==> src/rtl/seq_pkg.sv <==
// Shared definitions for the sequence generator/detector family: state encodings,
// state width and effective-length helper.
package seq_pkg;

  localparam int unsigned STATE_W = 2;

  typedef enum logic [STATE_W-1:0] {
    S_IDLE  = 2'd0,
    S_SHIFT = 2'd1,
    S_GAP   = 2'd2,
    S_DONE  = 2'd3
  } seq_state_t;

  // A requested length of 0, or one wider than the pattern, selects the full width.
  function automatic int unsigned eff_len(int unsigned len, int unsigned w);
    return ((len == 0) || (len > w)) ? w : len;
  endfunction

endpackage

==> src/rtl/seq_shift_reg.sv <==
// Loadable MSB-first shifter: the current bit is always sh[W-1], so the serial
// output comes straight from a flop. A saved copy allows restarting a repetition.
module seq_shift_reg #(
  parameter int W  = 8,
  parameter int LW = 4
) (
  input  logic          clk,
  input  logic          reset,
  input  logic          load,
  input  logic          reload,
  input  logic          shift,
  input  logic          clear,
  input  logic [W-1:0]  pattern,
  input  logic [LW-1:0] len,
  output logic          bit_out,
  output logic          last
);

  logic [W-1:0]  sh;
  logic [W-1:0]  saved;
  logic [W-1:0]  aligned;
  logic [LW-1:0] idx;
  logic [LW-1:0] len_q;

  // Left-justify pattern[len-1:0] so its top bit leaves first.
  always_comb begin
    aligned = pattern << (W - int'(len));
  end

  always_ff @(posedge clk or posedge reset) begin
    if (reset) begin
      sh    <= '0;
      saved <= '0;
      idx   <= '0;
      len_q <= '0;
    end else if (load) begin
      sh    <= aligned;
      saved <= aligned;
      len_q <= len;
      idx   <= len - LW'(1);
    end else if (reload) begin
      sh  <= saved;
      idx <= len_q - LW'(1);
    end else if (shift) begin
      sh  <= {sh[W-2:0], 1'b0};
      idx <= idx - LW'(1);
    end else if (clear) begin
      sh <= '0;
    end
  end

  assign bit_out = sh[W-1];
  assign last    = (idx == '0);

endmodule

==> src/rtl/seq_pattern_gen.sv <==
// Serial pattern transmitter: FSM, repetition counter and shifter.
// Define SEQ_GAP_EN to insert GAP idle cycles between repetitions.
module seq_pattern_gen
  import seq_pkg::*;
#(
  parameter int W   = 8,
  parameter int LW  = 4,
  parameter int RW  = 4,
  parameter int GAP = 2
) (
  input  logic          clk,
  input  logic          reset,
  input  logic          start,
  input  logic [W-1:0]  pattern,
  input  logic [LW-1:0] len_in,
  input  logic [RW-1:0] reps_in,
  output logic          x,
  output logic          x_valid,
  output logic          busy,
  output logic          done
);

  if (((1 << LW) <= W) || (GAP < 0)) begin : g_cfg_check
    $error("seq_pattern_gen: need 2**LW > W and GAP >= 0");
  end

  seq_state_t    state, state_n;
  logic [RW-1:0] rep_cnt, rep_n;
  logic [LW-1:0] len_eff;
  logic [RW-1:0] reps_eff;
  logic          load, reload, shift, clear;
  logic          x_valid_n, busy_n, done_n;
  logic          last;

`ifdef SEQ_GAP_EN
  localparam int GW = (GAP > 0) ? $clog2(GAP + 1) : 1;
  logic [GW-1:0] gap_cnt, gap_n;
`endif

  assign len_eff  = LW'(eff_len(int'(len_in), W));
  assign reps_eff = (reps_in == '0) ? RW'(1) : reps_in;

  seq_shift_reg #(.W(W), .LW(LW)) u_shift (
    .clk     (clk),
    .reset   (reset),
    .load    (load),
    .reload  (reload),
    .shift   (shift),
    .clear   (clear),
    .pattern (pattern),
    .len     (len_eff),
    .bit_out (x),
    .last    (last)
  );

  // Outputs are computed for the next state and registered alongside it.
  always_comb begin
    state_n   = state;
    rep_n     = rep_cnt;
    load      = 1'b0;
    reload    = 1'b0;
    shift     = 1'b0;
    clear     = 1'b1;
    x_valid_n = 1'b0;
    busy_n    = 1'b0;
    done_n    = 1'b0;
`ifdef SEQ_GAP_EN
    gap_n     = gap_cnt;
`endif
    case (state)
      S_IDLE: begin
        if (start) begin
          load      = 1'b1;
          rep_n     = reps_eff - RW'(1);
          state_n   = S_SHIFT;
          x_valid_n = 1'b1;
          busy_n    = 1'b1;
        end
      end
      S_SHIFT: begin
        busy_n = 1'b1;
        if (!last) begin
          shift     = 1'b1;
          x_valid_n = 1'b1;
        end else if (rep_cnt != '0) begin
          rep_n = rep_cnt - RW'(1);
`ifdef SEQ_GAP_EN
          if (GAP > 0) begin
            gap_n   = GW'(GAP - 1);
            state_n = S_GAP;
          end else begin
            reload    = 1'b1;
            x_valid_n = 1'b1;
          end
`else
          reload    = 1'b1;
          x_valid_n = 1'b1;
`endif
        end else begin
          state_n = S_DONE;
          done_n  = 1'b1;
        end
      end
`ifdef SEQ_GAP_EN
      S_GAP: begin
        busy_n = 1'b1;
        if (gap_cnt == '0) begin
          reload    = 1'b1;
          x_valid_n = 1'b1;
          state_n   = S_SHIFT;
        end else begin
          gap_n = gap_cnt - GW'(1);
        end
      end
`endif
      S_DONE: begin
        state_n = S_IDLE;
      end
      default: begin
        state_n = S_IDLE;
      end
    endcase
  end

  always_ff @(posedge clk or posedge reset) begin
    if (reset) begin
      state   <= S_IDLE;
      rep_cnt <= '0;
      x_valid <= 1'b0;
      busy    <= 1'b0;
      done    <= 1'b0;
`ifdef SEQ_GAP_EN
      gap_cnt <= '0;
`endif
    end else begin
      state   <= state_n;
      rep_cnt <= rep_n;
      x_valid <= x_valid_n;
      busy    <= busy_n;
      done    <= done_n;
`ifdef SEQ_GAP_EN
      gap_cnt <= gap_n;
`endif
    end
  end

endmodule
==> config.mk <==
export PLATFORM = sky130hd
export DESIGN_NAME = seq_pattern_gen
export DESIGN_NICKNAME = d
export VERILOG_FILES = /design/src/rtl/seq_pkg.sv /design/src/rtl/seq_shift_reg.sv /design/src/rtl/seq_pattern_gen.sv
export SDC_FILE = /design/constraint.sdc
export NUM_CORES = 1
export LEC_CHECK = 0
export CAP_MARGIN = 20
export CORE_UTILIZATION = 40
export CTS_CLUSTER_SIZE = 30
export DETAILED_ROUTE_END_ITERATION = 8
export GPL_TIMING_DRIVEN = 0
export PLACE_DENSITY = 0.67
export SYNTH_ARGS = -nofsm -noshare
export SYNTH_HDL_FRONTEND = slang
export SYNTH_SLANG_ARGS = --single-unit
==> constraint.sdc <==
create_clock -name clk -period 2.54 [get_ports clk]
set_clock_uncertainty 0.15 [all_clocks]
set_input_delay 0.254 -clock clk [delete_from_list [all_inputs] [get_ports clk]]
set_output_delay 0.254 -clock clk [all_outputs]
set_load 0.01 [all_outputs]
-- Word level (Yosys, flattened, before mapping)
Index checks and enable logic that the tools add are counted.
- bitwise operators: 0
- multiplexer cells: 29
- multipliers: 0
- equal/unequal tests: 5
- shift operators: 1
- add/sub/neg operators: 6
- reductions and logical operators: 10
- divide/modulo/power cells: 0
- order comparisons: 1
- operators by type and width (cell ; number):
    2-to-1 mux 4 bit ; 8
    left shift 8 x 32 -> 8 bit ; 1
    2-to-1 mux 8 bit ; 3
    subtractor 4 x 1 -> 4 bit (second input constant) ; 5
    zero test 4 bit ; 3
    2-to-1 mux 1 bit ; 11
    inequality test 2 bit (second input constant) ; 4
    one-hot mux 4 bit (2 select lines) ; 1
    2-to-1 mux 2 bit ; 3
    subtractor 4 x 4 -> 5 bit (first input constant) ; 1
    greater-than comparator 4 bit (second input constant) ; 1
    one-hot mux 1 bit (2 select lines) ; 2
    one-hot mux 2 bit (2 select lines) ; 1
    AND reduction 4 bit ; 1
    nonzero test 4 bit ; 1
    AND reduction 3 bit ; 1
    nonzero test 3 bit ; 1
    equality test 2 x 1 -> 1 bit (second input constant) ; 1
    zero test 2 bit ; 1
    nonzero test 2 bit ; 1
    logical OR 1 bit ; 1
- output and inout port bits: 4
- input bits: 19
- memories kept: 0
- bits in read-only memories: 0
- memory bits (writable): 0
- latch bits: 0
- word-level logic and storage cells: 61
- bits in registers: 33

-- Depth between registers and ports, before layout
- word-level depth: 6
- mapped depth: 9
- depth with buffers taken out: 7

-- By module
A second synthesis with hierarchy kept.
- cells, all modules: 231
- area total of the unflattened synthesis: 2099.5 µm²
- modules (own cells, without submodules) (module ; instances ; sequential area each (µm²) ; area an instance (µm²) ; cells an instance):
    seq_shift_reg ; 1 ; 600.6 ; 1567.8 ; 177
    seq_pattern_gen ; 1 ; 225.2 ; 531.8 ; 54

-- Worst setup path before layout
Ideal clock, no wire load.
- path kind: input to register
- start point: input port len_in[0]
- end point: register u_shift.sh[4]
- setup time: 0.126 ns
- cell stages on the path: 8
- path buffers: 2
- arrival time: 1.858 ns
- slack: 0.406 ns
- cells stage by stage: nor2b_1 > buf_4 > inv_2 > ha_1 > clkbuf_1 > nor3_1 > o311a_1 > a221o_1
- word-level cells in the longest chain between the ends: 6
- elaborated cells between the ends (all ways): 7
- RTL lines (element ; RTL line ; RTL):
    start: declaration ; seq_pattern_gen.sv:15 ; input logic [LW-1:0] len_in,
    greater-than comparator 4 bit or zero test 4 bit (tied branches) ; seq_pkg.sv:16 ; return ((len == 0) || (len > w)) ? w : len;
    logical OR 1 bit ; seq_pkg.sv:16 ;
    2-to-1 mux 4 bit * ; seq_pkg.sv:16 ;
    subtractor 4 x 4 -> 5 bit * ; seq_shift_reg.sv:27 ; aligned = pattern << (W - int'(len));
    left shift 8 x 32 -> 8 bit * ; seq_shift_reg.sv:27 ;
    2-to-1 mux 8 bit * ; seq_shift_reg.sv:36 ; end else if (load) begin
    end signal: assignment ; seq_shift_reg.sv:37 ; sh <= aligned;
    end signal: assignment ; seq_shift_reg.sv:42 ; sh <= saved;
    end signal: assignment ; seq_shift_reg.sv:45 ; sh <= {sh[W-2:0], 1'b0};
    end: declaration ; seq_shift_reg.sv:19 ; logic [W-1:0] sh;
Every way passes the cells marked *; elsewhere a longest branch is shown, timed or not.
A chain may end at the register's enable or synchronous reset.

-- Final worst setup path
Same ends and word-level chain as after synthesis.

==> results.toml <==
[floorplanning]
ports = 23
die_width_um = 70.5
std_cell_rows = 24
initial_core_util_pct = 42.3
design.die.area_um2 = 4980
die-height_um = 70.5
core_area_um2 = 4440

[timing]
rsz0062_at_grt = "false"
period_needed_ns = 2.42
finalHoldViolations = 0
final.setup.tns_ns = 0
maxSlewHeadroom_pct = 52.1
total_of_endpoints_with_negative_setup_slack_in_the_final_report = 0
max_slew.worst_pin.slew_ns = 0.717
maxSlewViolCount = 0
achievable-frequency_mhz = 413
hold-worst-slack_ns = 0.235
min_period_over_period_pct = 95.2

[worst_setup_path]
crit_path_start_kind = "input pin"
path_cells = "clkdlybuf4s50_1 -> nor2b_1 -> buf_4 -> inv_2 -> ha_2 -> buf_2 -> nor3_1 -> o311a_1 -> a221o_1"
crit_path_end_kind = "register"
cpMaxStageDelayCell = "sky130_fd_sc_hd__clkdlybuf4s50_1"
critPathArrivalTime_ns = 2.44
critical-path-max-stage-delay_ns = 0.50
critPathRequiredTime_ns = 2.56
timing_worst_setup_path_type = "in2reg"
cp_max_fo = 10

[finish]
drive_gt1_share_pct = 15.1
syn2layout_area_growth_pct = 21.6
layout_commonest_cell = "sky130_fd_sc_hd__dfrtp_1"
layout.cells.most_common_list = "33 x sky130_fd_sc_hd__dfrtp_1, 30 x sky130_fd_sc_hd__nand2_1, 22 x sky130_fd_sc_hd__clkdlybuf4s50_1"
design.final.nets = 239
diodes = 0
postLayoutCoreUtil_pct = 51.4

[logic_synthesis]
synth.lib_cells_used.distinct = 57
synth.top_cell.area_share_pct = 43.9
yosys.area.top_type = "sky130_fd_sc_hd__dfrtp_1"
avgSynthCellArea_um2 = 10.0
cell_count_after_synthesis = 188
synth_area_um2 = 1880
synth-edff-count = 0
sequential_share_of_the_synthesized_area_pct = 43.9
ys_ff_latch = 33
ys_top_cells_by_area = "sky130_fd_sc_hd__dfrtp_1 44%, sky130_fd_sc_hd__nand2_1 6.0%, sky130_fd_sc_hd__o21ai_0 3.2%"
synth-warning-count = 0
synth_top_flop_cell = "sky130_fd_sc_hd__dfrtp_1"
synth_fp_nets = 210
asyncSetResetFlopFracSynth_pct = 100

[routing]
drt_pass1_iterations = 7
wl_per_cell_um = 14.7
antenna_violating_nets_remaining = 0
route.detailed.drc = 9
vias = 1540
wirelength_mm = 3.97
detail_route.vias_per_cell = 5.70
detailedRoute.firstIterationViolations = 153

[place]
port_buffers = 22
dp.final_hpwl_mm = 2.95
global_placement_routability_congestion = 0.799

[clock_network]
cts_inserted_buffers = 5
root_cell_of_the_clock_tree = "sky130_fd_sc_hd__clkbuf_8"
cts_hold_repair.buffers = 0
ctsLongestPathBuffers = 2
cts_tree = "yes"
cts.htree.levels = 2
cts_num_sinks = 33
post-cts-setup-buffers = 0
clk_lat_worst_skew_ns = 0.29
clk_pin_slew_ns = 0.08

[power_and_ir_drop]
largest_vdd_supply_drop_mv = 0.308
power.static_leakage_nw = 0.994
power_per_standard_cell_area_nw_per_um2 = 835

[global_routing]
antenna_found_initial = 0
first_global_vias = 1439
maximum_number_of_pins_on_one_net_before_global_route_repair = 19
grt_first_pass_wirelength_mm = 6.94
grt_use_total_pct = 17.6
overflow = 0

[outcome]
failing_checks = "DRC"
run_status = "finished, violations left"

[worst_hold_path]
worst_min_path_class = "in2async"

[run]
max-cap-violations = 0
cell families (layout without fill, tap and decap cells):
family                   Yosys count  count (layout)  share of synthesized area (%)
multiplexers                       8               8                           5.06
buffers and inverters             12              42                           3.33
XOR/XNOR                           3               3                           1.40
adder cells (fa/ha/maj)            3               3                           2.00
AND/OR/NAND/NOR                   70              70                           20.2
AO/OA/AOI/OAI                     59              59                           24.0
flip-flops                        33              33                           43.9
cell usage after synthesis (all sizes together), types with 2 or more instances:
cell and number:
a21boi 3, a21o 6, a21oi 7, a221o 2
a221oi 3, a22o 2, a22oi 3, a31oi 2
a32oi 3, buf 5, clkbuf 3, dfrtp 33
ha 3, inv 4, mux2 2, mux2i 5
nand2 30, nand2b 2, nand3 2, nor2 9
nor2b 4, nor3 8, nor4 2, o211ai 5
o21ai 14, o31ai 2, or3 3, xor2 2
state kept, by name (all words and copies together) (netlist names), 2 cells and up:
register / cells
rep_cnt: 4
state: 2
u_shift.idx: 4
u_shift.len_q: 4
u_shift.saved: 8
u_shift.sh: 8
worst paths after layout:
path	from	end	depth (start not counted)	slack, ns
min in group clk	u_shift.sh[1]	u_shift.sh[2]	2	0.31
worst max-delay path	len_in[0]	u_shift.sh[4]	9	0.12
worst min-delay path	reset	u_shift.sh[0]	2	0.23
max in group asynchronous	reset	x_valid	3	1.47
worst max register to register	state[0]	u_shift.idx[2]	6	0.27
worst min register to register	u_shift.sh[1]	u_shift.sh[2]	2	0.31
per-stage QoR:
| step | cell area [um2] | worst slack [ns] | instances | total power, mW |
|---|---|---|---|---|
| 2_1_floorplan | 1880 | 0.406 | 188 | 1.34 |
| 3_3_place_gp | 2160 | -0.324 | 262 | 1.51 |
| 3_5_place_dp | 2190 | -0.334 | 263 | 1.53 |
| 4_1_cts | 2280 | 0.0261 | 271 | 1.92 |
| 5_1_grt | 2290 | 0.00917 | 270 | 2.07 |
| 6_report | 2290 | 0.121 | 270 | 1.91 |
report_power, final:
part	leakage [nW]	internal, mW	switching [mW]
clock	0.0439	0.189	0.201
combinational	0.533	0.340	0.343
sequential	0.418	0.693	0.144
routing by layer:
| metal | vias up | track usage, % | share of wire, % |
|---|---|---|---|
| li1 | 765 | - | - |
| met1 | 742 | 25.5 | 50 |
| met2 | 31 | 26.5 | 45 |
| met4 | 0 | 6.00 | 0.63 |
| met5 | - | 0 | 0 |
| met3 | 2 | 3.56 | 3.9 |
worst max-delay path: cells and delay by family:
kind | cells | cell delay, ns
AND/OR/NAND/NOR | 2 | 0.21
AO/OA/AOI/OAI | 2 | 0.61
adder cells (fa/ha/maj) | 1 | 0.40
buffers and inverters | 4 | 0.96
timing repair:
item | CTS | global route
gates resized for setup | 1 | 3
pin swaps | 0 | 1
endpoints found under the setup margin | 1 | 7
endpoints found under the hold margin | 0 | 0
cell type report:
cell class,instances,area [um2]
clock inverters,3,17.5
fillers,415,2160
multi-input cells,143,1000
inverters,4,15.0
well taps,52,65.1
repair buffers,23,248
plain buffers,7,45.0
flip-flops and latches,33,826
clock buffers,5,68.8
Power figures use the tool's default switching activity.
